## config.mk

```make
export PLATFORM = sky130hd
export DESIGN_NAME = memoria_sync_ctrl
export DESIGN_NICKNAME = d
export VERILOG_FILES = /design/src/rtl/memoria_pkg.sv /design/src/rtl/memoria_array.sv /design/src/rtl/memoria_sync_ctrl.sv
export SDC_FILE = /design/constraint.sdc
export NUM_CORES = 1
export LEC_CHECK = 0
export BUFFER_PORTS_ARGS = -buffer_cell sky130_fd_sc_hd__buf_4
export CAP_MARGIN = 20
export CORE_AREA = 2 2 81 83
export DETAILED_ROUTE_END_ITERATION = 10
export DIE_AREA = 0 0 83 85
export MAX_ROUTING_LAYER = met4
export PLACE_DENSITY = 0.77
export SLEW_MARGIN = 10
export SYNTH_ARGS = -nofsm -noshare
export SYNTH_HDL_FRONTEND = slang
export SYNTH_SLANG_ARGS = --single-unit
```

## constraint.sdc

```tcl
create_clock -name clk -period 2.8 [get_ports clk]
set_clock_uncertainty 0.2 [all_clocks]
set_input_delay 0.56 -clock clk [delete_from_list [all_inputs] [get_ports clk]]
set_output_delay 0.56 -clock clk [all_outputs]
set_load 0.1 [all_outputs]
```

## src/rtl/memoria_pkg.sv

```systemverilog
// Shared definitions for the memoria word store: controller state encoding and
// request direction codes.
package memoria_pkg;

    typedef enum logic {
        ST_IDLE  = 1'b0,
        ST_CLEAR = 1'b1
    } state_t;

    localparam logic RW_WRITE = 1'b1;
    localparam logic RW_READ  = 1'b0;

endpackage

```

## src/rtl/memoria_array.sv

```systemverilog
// Word storage for memoria_sync_ctrl: one synchronous write port and one
// registered read port whose output register can be forced to zero.
module memoria_array #(
    parameter int WIDTH = 16,
    parameter int DEPTH = 4,
    localparam int AW = $clog2(DEPTH)
) (
    input  logic             clk,
    input  logic             reset,
    input  logic             we,
    input  logic [AW-1:0]    waddr,
    input  logic [WIDTH-1:0] wdata,
    input  logic             re,
    input  logic             rclr,
    input  logic [AW-1:0]    raddr,
    output logic [WIDTH-1:0] rdata
);

    logic [WIDTH-1:0] mem [DEPTH];

    // NOTE: storage has no reset so it can map onto RAM; contents are
    // undefined until a clear sweep or explicit writes fill them.
    always_ff @(posedge clk) begin
        if (we) begin
            mem[waddr] <= wdata;
        end
    end

    // The read register is ordinary control state, so it does take reset.
    // rclr covers out-of-range reads, which must return zero.
    always_ff @(posedge clk or negedge reset) begin
        if (!reset) begin
            rdata <= '0;
        end else if (rclr) begin
            rdata <= '0;
        end else if (re) begin
            rdata <= mem[raddr];
        end
    end

endmodule

```

## src/rtl/memoria_sync_ctrl.sv

```systemverilog
// Request/ack controller around memoria_array: range check, client/sweep
// write-port arbitration and the bulk-clear sequencer.
module memoria_sync_ctrl
    import memoria_pkg::*;
#(
    parameter int WIDTH = 16,
    parameter int DEPTH = 4,
    localparam int AW = $clog2(DEPTH)
) (
    input  logic             clk,
    input  logic             reset,
    input  logic             req,
    input  logic             rw,
    input  logic [AW-1:0]    add,
    input  logic [WIDTH-1:0] i,
    input  logic             clr_req,
    output logic [WIDTH-1:0] s,
    output logic             ack,
    output logic             err,
    output logic             busy,
    output logic             clr_done
);

    localparam logic [AW:0]   DEPTH_W = (AW + 1)'(DEPTH);
    localparam logic [AW-1:0] LAST    = AW'(DEPTH - 1);

    state_t           state;
    logic [AW-1:0]    ptr;
    logic             in_range;
    logic             accept;
    logic             we;
    logic [AW-1:0]    waddr;
    logic [WIDTH-1:0] wdata;
    logic             re;
    logic             rclr;

    // Only reachable when DEPTH is not a power of two.
    assign in_range = ({1'b0, add} < DEPTH_W);

    // A clear request in the same cycle pre-empts the client request.
    assign accept = (state == ST_IDLE) && req && !clr_req;

    // NOTE: every signal gets a default before the case so no latch is inferred.
    always_comb begin
        we    = 1'b0;
        waddr = add;
        wdata = i;
        re    = 1'b0;
        rclr  = 1'b0;
        case (state)
            ST_IDLE: begin
                if (accept) begin
                    if (rw == RW_WRITE) begin
                        we = in_range;
                    end else begin
                        re   = in_range;
                        rclr = !in_range;
                    end
                end
            end
            ST_CLEAR: begin
                we    = 1'b1;
                waddr = ptr;
                wdata = '0;
            end
            default: begin
                we = 1'b0;
            end
        endcase
    end

    // NOTE: state registers use non-blocking assignments so every flop samples
    // pre-edge values regardless of statement order.
    always_ff @(posedge clk or negedge reset) begin
        if (!reset) begin
            state    <= ST_IDLE;
            ptr      <= '0;
            ack      <= 1'b0;
            err      <= 1'b0;
            busy     <= 1'b0;
            clr_done <= 1'b0;
        end else begin
            ack      <= 1'b0;
            err      <= 1'b0;
            clr_done <= 1'b0;
            case (state)
                ST_IDLE: begin
                    if (clr_req) begin
                        state <= ST_CLEAR;
                        busy  <= 1'b1;
                        ptr   <= '0;
                    end else if (req) begin
                        ack <= 1'b1;
                        err <= !in_range;
                    end
                end
                ST_CLEAR: begin
                    if (ptr == LAST) begin
                        state    <= ST_IDLE;
                        busy     <= 1'b0;
                        clr_done <= 1'b1;
                        ptr      <= '0;
                    end else begin
                        ptr <= ptr + AW'(1);
                    end
                end
                default: begin
                    state <= ST_IDLE;
                    busy  <= 1'b0;
                end
            endcase
        end
    end

    memoria_array #(
        .WIDTH(WIDTH),
        .DEPTH(DEPTH)
    ) u_array (
        .clk   (clk),
        .reset (reset),
        .we    (we),
        .waddr (waddr),
        .wdata (wdata),
        .re    (re),
        .rclr  (rclr),
        .raddr (add),
        .rdata (s)
    );

endmodule
```

==> flow_summary_export.csv, run 1 <==
group,metric,value,unit
detailed_routing,drt-wirelength-per-cell,18.5,um
setup_path,worst-path-stages,4,
final_layout,p_r_area_growth_vs_syn,16.6,%
final_layout,nNetsFinal,247,
timing,timing.final.max_slew_violations,0,
synthesis,post_synth_main_area_contributors,"sky130_fd_sc_hd__edfxtp_1, sky130_fd_sc_hd__dfrtp_1, sky130_fd_sc_hd__mux4_1, sky130_fd_sc_hd__mux4_2, sky130_fd_sc_hd__mux2_4",
detailed_routing,wl,5640,um
setup_path,timing.critical_path.from,"state$_DFF_PN0_",
synthesis,synth_simple_gate_area_share,5.40,%
setup_path,crit_path_end_kind,"flip-flop",
grt,groute.usage.overall,18.1,%
detailed_routing,dr.pass1.iters,4,
grt,grt_max_degree,23,
grt,grt_antenna_before_repair,0,
synthesis,ys_seq_area_share,72.1,%
synthesis,netlist.top_cell.by_area,"sky130_fd_sc_hd__edfxtp_1",
synthesis,post-synth-top-area-fraction,56.1,%
floorplanning,dieHeight,85,um
synthesis,synth_adder_area_share,0.365,%
detailed_routing,ant_nets,0,
status,status,"complete, no violations",
synthesis,synth.area.mux_share,18.1,%
synthesis,yosysWarningCount,0,
synthesis,netlist_area,3430,um2
timing,setup_violations,0,
timing,timing.final.crit_share,73.1,%
clock_network,cts_sinks,86,
synthesis,async_reset_ff_share,25.6,%
clock_network,cts_max_path_buffers,2,
setup_path,cp-start-kind,"flip-flop",
placement,gp_routability_congestion,0.785,
setup_path,critPathSlowestCell,"sky130_fd_sc_hd__dfrtp_1",
timing,highest_attainable_clock_frequency,489,MHz
floorplanning,row_count,29,
setup_path,criticalPathCategory,"flip-flop to flip-flop",
final_layout,seq_area,2470,um2
setup_path,r2r_end,"u_array.mem[3][4]$_DFFE_PP_",
synthesis,syn_nets,193,
synthesis,synth_top_family_by_area,"multiplexers",
placement,hpwlAfterDp,3720,um
final_layout,diodes,0,
grt,grt_pass1_wl,9070,um
setup_path,ff2ff_setup_slack,0.75,ns
setup_path,r2r-start,"state$_DFF_PN0_",
synthesis,synth_cell_types,31,
detailed_routing,total_number_of_vias,1656,
clock_network,cts_inserted_buffers,9,
synthesis,synth.most_common_cell,"sky130_fd_sc_hd__edfxtp_1",
clock_network,insertion_delay,0.35,ns
synthesis,syn-instance-count,169,
synthesis,synth_edf_count,64,
clock_network,cts.htree.levels,3,
setup_path,critical_path_peak_fanout,15,
final_layout,nFillCells,414,
setup_path,worst-endpoint-arrival,1.90,ns
timing,final_period_minus_worst_setup_slack,2.05,ns
placement,place.port_buffers,41,
synthesis,synth_compound_gate_area_share,0.949,%
setup_path,timing.critical_path.max_delay_family,"flip-flops",
timing,grt_setup_unrepaired,"false",
synthesis,dominantRegCellSynth,"sky130_fd_sc_hd__edfxtp_1",
timing,worstMarginPinSlew,0.616,ns
synthesis,post_synth_most_frequent_cells,"sky130_fd_sc_hd__edfxtp_1, sky130_fd_sc_hd__dfrtp_1, sky130_fd_sc_hd__nor2b_1",
detailed_routing,drt-vias-per-instance,5.43,
floorplanning,floorplan.die_area,7060,um2
synthesis,post_synth_xor_area_fraction,0,%
setup_path,number_of_cell_instances_on_the_worst_register_to_register_path,4,
clock_network,tritoncts_clock_tree,"done",
floorplanning,num_io_pins,43,
setup_path,worstPathCellList,"nor4bb_1 > a22oi_1 > nor2_1 > buf_4",
setup_path,slowest_delay,0.61,ns
synthesis,post_synth.cell_area_avg,20.3,um2
floorplanning,die_w,83,um
timing,hold_violations,0,
synthesis,ffs_latches_synth,86,
floorplanning,floorplan.initialDensity,55.3,%
hold_path,worstHoldPathType,"input pin to flip-flop",
timing,slew_headroom,58.9,%
setup_path,crit_path_end,"u_array.mem[3][4]$_DFFE_PP_",
detailed_routing,drc,0,
timing,timing.setup.tns,0,ns
flow_run,maxCapViolCount,0,
grt,vias_in_the_first_global_route,1741,
setup_path,buffering_stage_count_on_the_worst_path_with_inverters_included,1,
clock_network,cts_root_buffer,"sky130_fd_sc_hd__clkbuf_8",
grt,grt_overflow_total,0,
floorplanning,core-area,6200,um2
final_layout,total_area_of_multi_input_combinational_cells,856,um2
setup_path,required_time_at_the_endpoint_of_the_critical_path,2.65,ns
detailed_routing,initialDrtViolationCount,110,
final_layout,final_layout_size_suffix_gt1_share,39.5,%
clock_network,clkTransAtPathRegs,0.08,ns
metal layers:
layer	GRT usage, %	wire length, um
met3	3.99	257
met5	-	0
met4	8.79	90
met2	28.0	2810
met1	23.0	2480
logic make-up after synthesis:
kind of cell             after synthesis
AO/OA/AOI/OAI                          5
adder cells (fa/ha/maj)                1
buffers and inverters                 12
flip-flops                            86
multiplexers                          34
other                                  1
AND/OR/NAND/NOR                       30
cell usage in the layout (no fill, tap or decap):
cell	instances
sky130_fd_sc_hd__o22ai_1	1
sky130_fd_sc_hd__nand2_1	1
sky130_fd_sc_hd__nand2b_1	1
sky130_fd_sc_hd__and2_1	1
sky130_fd_sc_hd__a21o_1	1
sky130_fd_sc_hd__and2b_1	1
sky130_fd_sc_hd__a31oi_1	1
sky130_fd_sc_hd__nor2_1	7
sky130_fd_sc_hd__mux2_2	7
sky130_fd_sc_hd__clkbuf_8	9
sky130_fd_sc_hd__dfrtp_1	22
sky130_fd_sc_hd__clkbuf_1	1
sky130_fd_sc_hd__clkinv_1	1
sky130_fd_sc_hd__o21ai_0	1
sky130_fd_sc_hd__edfxtp_1	64
sky130_fd_sc_hd__clkinvlp_4	4
sky130_fd_sc_hd__mux2i_1	1
sky130_fd_sc_hd__mux2_4	8
sky130_fd_sc_hd__nor3b_4	1
sky130_fd_sc_hd__dlygate4sd3_1	1
sky130_fd_sc_hd__a22oi_1	1
sky130_fd_sc_hd__nor4bb_1	1
sky130_fd_sc_hd__nor2b_1	17
sky130_fd_sc_hd__inv_1	2
sky130_fd_sc_hd__mux4_1	8
sky130_fd_sc_hd__mux2_1	2
sky130_fd_sc_hd__clkinv_2	1
sky130_fd_sc_hd__conb_1	1
sky130_fd_sc_hd__ha_1	1
sky130_fd_sc_hd__buf_4	52
sky130_fd_sc_hd__mux4_2	8
flip-flops by register name, summed over array words and instances, names as in the netlist:
signal,count
ack,1
state,1
u_array.mem,64
clr_done,1
u_array.rdata,16
ptr,2
busy,1
worst register-to-register path: stages (launching register included):
cell,delay (ns)
sky130_fd_sc_hd__dfrtp_1,0.61
sky130_fd_sc_hd__nor4bb_1,0.38
sky130_fd_sc_hd__a22oi_1,0.14
sky130_fd_sc_hd__nor2_1,0.18
sky130_fd_sc_hd__buf_4,0.24
final cells by class:
type	instances	share of cell area [%]
Sequential cell	86	61.8
Tap cell	77	2.41
Timing Repair Buffer	53	10.0
Inverter	2	0.188
Clock buffer	10	3.19
Clock inverter	6	0.970
Multi-Input combinational cell	71	21.4
how the worst min path moves through the flow:
stage            start                           end  slack, ns  cells past startpoint
6_report       clr_req                 ack$_DFF_PN0_       0.23                      2
5_1_grt        clr_req                 ack$_DFF_PN0_       0.21                      2
4_1_cts        clr_req                 ack$_DFF_PN0_       0.21                      2
3_5_place_dp     reset  u_array.rdata[9]$_DFFE_PN0P_       0.28                      1
3_3_place_gp     reset  u_array.rdata[7]$_DFFE_PN0P_       0.27                      1
2_1_floorplan    reset                 ack$_DFF_PN0_       0.06                      0
timing repair:
item	in CTS	in global routing
gates resized for setup	0	0
endpoints found under the hold margin	22	0
hold buffers	1	0
buffers inserted	0	0
stage by stage:
stage	hold WS, ns	instance area (um2)	utilization (%)	setup slack (ns)	std cells
2_1_floorplan	0.0644	3430	-	0.262	169
3_3_place_gp	0.274	3820	61.6	0.668	288
3_5_place_dp	0.283	3820	61.6	0.620	288
4_1_cts	0.208	4000	64.4	0.751	305
5_1_grt	0.214	4000	64.4	0.590	305
6_report	0.226	4000	64.4	0.754	305
Power of run 1 is not shown: default switching activity piles up to over one toggle a cycle in this logic, so the estimate is an artifact.
==> run 2: changes to the inputs <==
--- a/config.mk
+++ b/config.mk
@@ -5,13 +5,14 @@
 export SDC_FILE = /design/constraint.sdc
 export NUM_CORES = 1
 export LEC_CHECK = 0
+export ABC_AREA = 1
 export BUFFER_PORTS_ARGS = -buffer_cell sky130_fd_sc_hd__buf_4
 export CAP_MARGIN = 20
-export CORE_AREA = 2 2 81 83
+export CORE_AREA = 2 2 84 86
 export DETAILED_ROUTE_END_ITERATION = 10
-export DIE_AREA = 0 0 83 85
+export DIE_AREA = 0 0 86 88
 export MAX_ROUTING_LAYER = met4
-export PLACE_DENSITY = 0.77
+export PLACE_DENSITY = 0.78
 export SLEW_MARGIN = 10
 export SYNTH_ARGS = -nofsm -noshare
 export SYNTH_HDL_FRONTEND = slang
==> constraint.sdc (replaced) <==
create_clock -name clk -period 2 [get_ports clk]
set_clock_uncertainty 0.2 [all_clocks]
set_input_delay 0.4 -clock clk [delete_from_list [all_inputs] [get_ports clk]]
set_output_delay 0.4 -clock clk [all_outputs]
set_load 0.1 [all_outputs]
==> flow_summary_export.csv, run 2 <==
group,metric,value,unit
status,status,"complete, no violations",
timing,final_period_minus_worst_setup_slack,1.85,ns
pwr,power.ir.vdd_worst,0.502,mV
grt,grt_overflow_total,0,
grt,grtUsageMet3,3.77,%
timing,timing.hold.ws,0.0906,ns
grt,vias_in_the_first_global_route,2235,
synthesis,syn_nets,418,
clock_network,cts.htree.levels,3,
grt,groute.usage.overall,20.3,%
synthesis,synth.most_common_cell,"sky130_fd_sc_hd__nand2_1",
setup_path,critPathSlowestCell,"sky130_fd_sc_hd__dfrtp_1",
hold_path,worstHoldPathType,"input pin to flip-flop",
setup_path,ff2ff_setup_slack,0.15,ns
grt,grt_pass1_wl,10900,um
synthesis,ffs_latches_synth,86,
final_layout,p_r_area_growth_vs_syn,15.7,%
detailed_routing,drt-wirelength-per-cell,13.0,um
floorplanning,row_count,30,
detailed_routing,wl,6830,um
synthesis,async_reset_ff_share,25.6,%
synthesis,dominantRegCellSynth,"sky130_fd_sc_hd__edfxtp_1",
grt,global_route.usage.met2,29.5,%
pwr,power.leakage,2.22,nW
setup_path,crit_path_end,"u_array.mem[2][8]$_DFFE_PP_",
setup_path,worstPathCellList,"nor2_8 > a31oi_1 > nor2_1 > buf_12",
timing,setup_violations,0,
final_layout,largest_reg_flops,64,
setup_path,r2r-start,"state$_DFF_PN0_",
setup_path,buffering_stage_count_on_the_worst_path_with_inverters_included,1,
clock_network,cts_max_path_buffers,2,
setup_path,worst-endpoint-arrival,1.77,ns
synthesis,synth_edf_count,64,
timing,timing.setup.tns,0,ns
timing,post-route-worst-setup-slack,0.146,ns
detailed_routing,ant_nets,0,
setup_path,slowest_delay,0.58,ns
flow_run,maxCapViolCount,0,
floorplanning,floorplan.initialDensity,56.6,%
placement,gp_routability_congestion,0.829,
placement,pre_cts_ws,0.168,ns
clock_network,clkTransAtPathRegs,0.08,ns
floorplanning,num_io_pins,43,
detailed_routing,total_number_of_vias,2462,
synthesis,post-synth-top-area-fraction,51.1,%
grt,layer_with_the_highest_usage_after_global_routing,"met2",
synthesis,post_synth.cell_area_avg,9.55,um2
timing,highest_attainable_clock_frequency,539,MHz
clock_network,insertion_delay,0.36,ns
grt,grt_antenna_before_repair,0,
final_layout,layout.cells.most_common_list,"sky130_fd_sc_hd__nand2_1, sky130_fd_sc_hd__inv_1, sky130_fd_sc_hd__edfxtp_1",
clock_network,tritoncts_clock_tree,"done",
final_layout,registers.top_by_ff_count,"u_array.mem",
detailed_routing,drc,0,
placement,place.port_buffers,41,
synthesis,syn-instance-count,394,
floorplanning,core-area,6640,um2
synthesis,yosysWarningCount,0,
clock_network,cts_hold_repair.buffers,1,
synthesis,post_synth_main_area_contributors,"sky130_fd_sc_hd__edfxtp_1, sky130_fd_sc_hd__dfrtp_1, sky130_fd_sc_hd__nand2_1, sky130_fd_sc_hd__inv_1, sky130_fd_sc_hd__nand3_1",
setup_path,required_time_at_the_endpoint_of_the_critical_path,1.92,ns
pwr,p_total,0.00732,W
detailed_routing,dr.pass1.iters,7,
final_layout,diodes,0,
detailed_routing,initialDrtViolationCount,215,
final_layout,reg.largest.list,"u_array.mem x64, u_array.rdata x16, ptr x2",
setup_path,timing.critical_path.from,"state$_DFF_PN0_",
final_layout,final_layout_size_suffix_gt1_share,15.1,%
setup_path,crit_path_end_kind,"flip-flop",
timing,grt_setup_unrepaired,"false",
synthesis,post_synth_most_frequent_cells,"sky130_fd_sc_hd__nand2_1, sky130_fd_sc_hd__inv_1, sky130_fd_sc_hd__edfxtp_1",
hold_path,timing.hold.worst_path_depth,3,
synthesis,ys_seq_area_share,65.7,%
clock_network,cts_inserted_buffers,9,
final_layout,nNetsFinal,463,
setup_path,timing.critical_path.max_delay_family,"flip-flops",
setup_path,worst-path-stages,4,
timing,hold_violations,0,
placement,hpwlAfterDp,4660,um
synthesis,netlist_area,3760,um2
setup_path,criticalPathCategory,"flip-flop to flip-flop",
final_layout,final_util,65.5,%
clock_network,cts_sinks,86,
setup_path,critical_path_peak_fanout,16,
synthesis,synth_cell_types,20,
clock_network,cts_root_buffer,"sky130_fd_sc_hd__clkbuf_8",
grt,grt_max_degree,33,
final_layout,most_common_cell_after_layout_fill_and_taps_aside,"sky130_fd_sc_hd__nand2_1",
clock_network,post_cts_buffers,0,
detailed_routing,drt-vias-per-instance,4.70,
timing,worstMarginPinSlew,0.503,ns
synthesis,netlist.top_cell.by_area,"sky130_fd_sc_hd__edfxtp_1",
grt,met1_usage,27.1,%
floorplanning,die_w,86,um
setup_path,r2r_end,"u_array.mem[2][8]$_DFFE_PP_",
floorplanning,floorplan.die_area,7570,um2
setup_path,number_of_cell_instances_on_the_worst_register_to_register_path,4,
pwr,power_density,1680,nW/um2
timing,timing.final.crit_share,92.7,%
clock_network,ctsResizeCount,0,
setup_path,cp-start-kind,"flip-flop",
floorplanning,dieHeight,88,um
timing,slew_headroom,66.3,%
timing,timing.final.max_slew_violations,0,
-- run 2: how the worst min path moves through the flow --
| stage | startpoint | to | slack (ns) |
|---|---|---|---|
| final | req | ack$_DFF_PN0_ | 0.09 |
| after global routing | req | ack$_DFF_PN0_ | 0.09 |
| after CTS | req | ack$_DFF_PN0_ | 0.08 |
| after detailed placement | reset | u_array.rdata[0]$_DFFE_PN0P_ | 0.1 |
| after global placement | reset | u_array.rdata[0]$_DFFE_PN0P_ | 0.1 |
| after floorplan | reset | ack$_DFF_PN0_ | -0.1 |
-- run 2: logic make-up after synthesis --
family	synth area share, %
buf+inv	11.7
other cells	0.0996
compound gates	0.831
flops	65.7
simple gates	21.4
fa+ha+maj	0.332
-- run 2: layer usage --
| metal | vias to the layer above | part of all wire [%] |
|---|---|---|
| met3 | 11 | 5.6 |
| met4 | 0 | 2.2 |
| met2 | 71 | 47 |
| met5 | - | 0 |
| met1 | 1102 | 45 |
| li1 | 1278 | - |
-- run 2: cell type report --
class                      count  area (um2)
fill                         524        2290
timing repair buffer          50         428
sequential                    86        2470
inverter                      91         344
clock inverter                 2        10.0
tap                           80         100
clock buffer                  14         143
multi-input combinational    201         857
-- run 2: metrics by stage --
stage	std cells	instance area (um2)
global route	524	4350
global placement	507	4190
floorplan	394	3770
CTS	524	4350
finish	524	4350
detailed placement	507	4190
-- run 2: worst register-to-register path: stages (launching register included) --
cell                      delay, ns
sky130_fd_sc_hd__dfrtp_1       0.58
sky130_fd_sc_hd__nor2_8        0.08
sky130_fd_sc_hd__a31oi_1       0.40
sky130_fd_sc_hd__nor2_1        0.16
sky130_fd_sc_hd__buf_12        0.19
-- run 2: power by group --
group          internal (W)  switching [W]  leakage (nW)
Combinational      0.000786        0.00240          1.25
Sequential          0.00285       0.000258         0.888
Clock              0.000450       0.000572        0.0784
Total               0.00409        0.00323          2.22
Note: power is estimated with default switching activity, not from simulation.
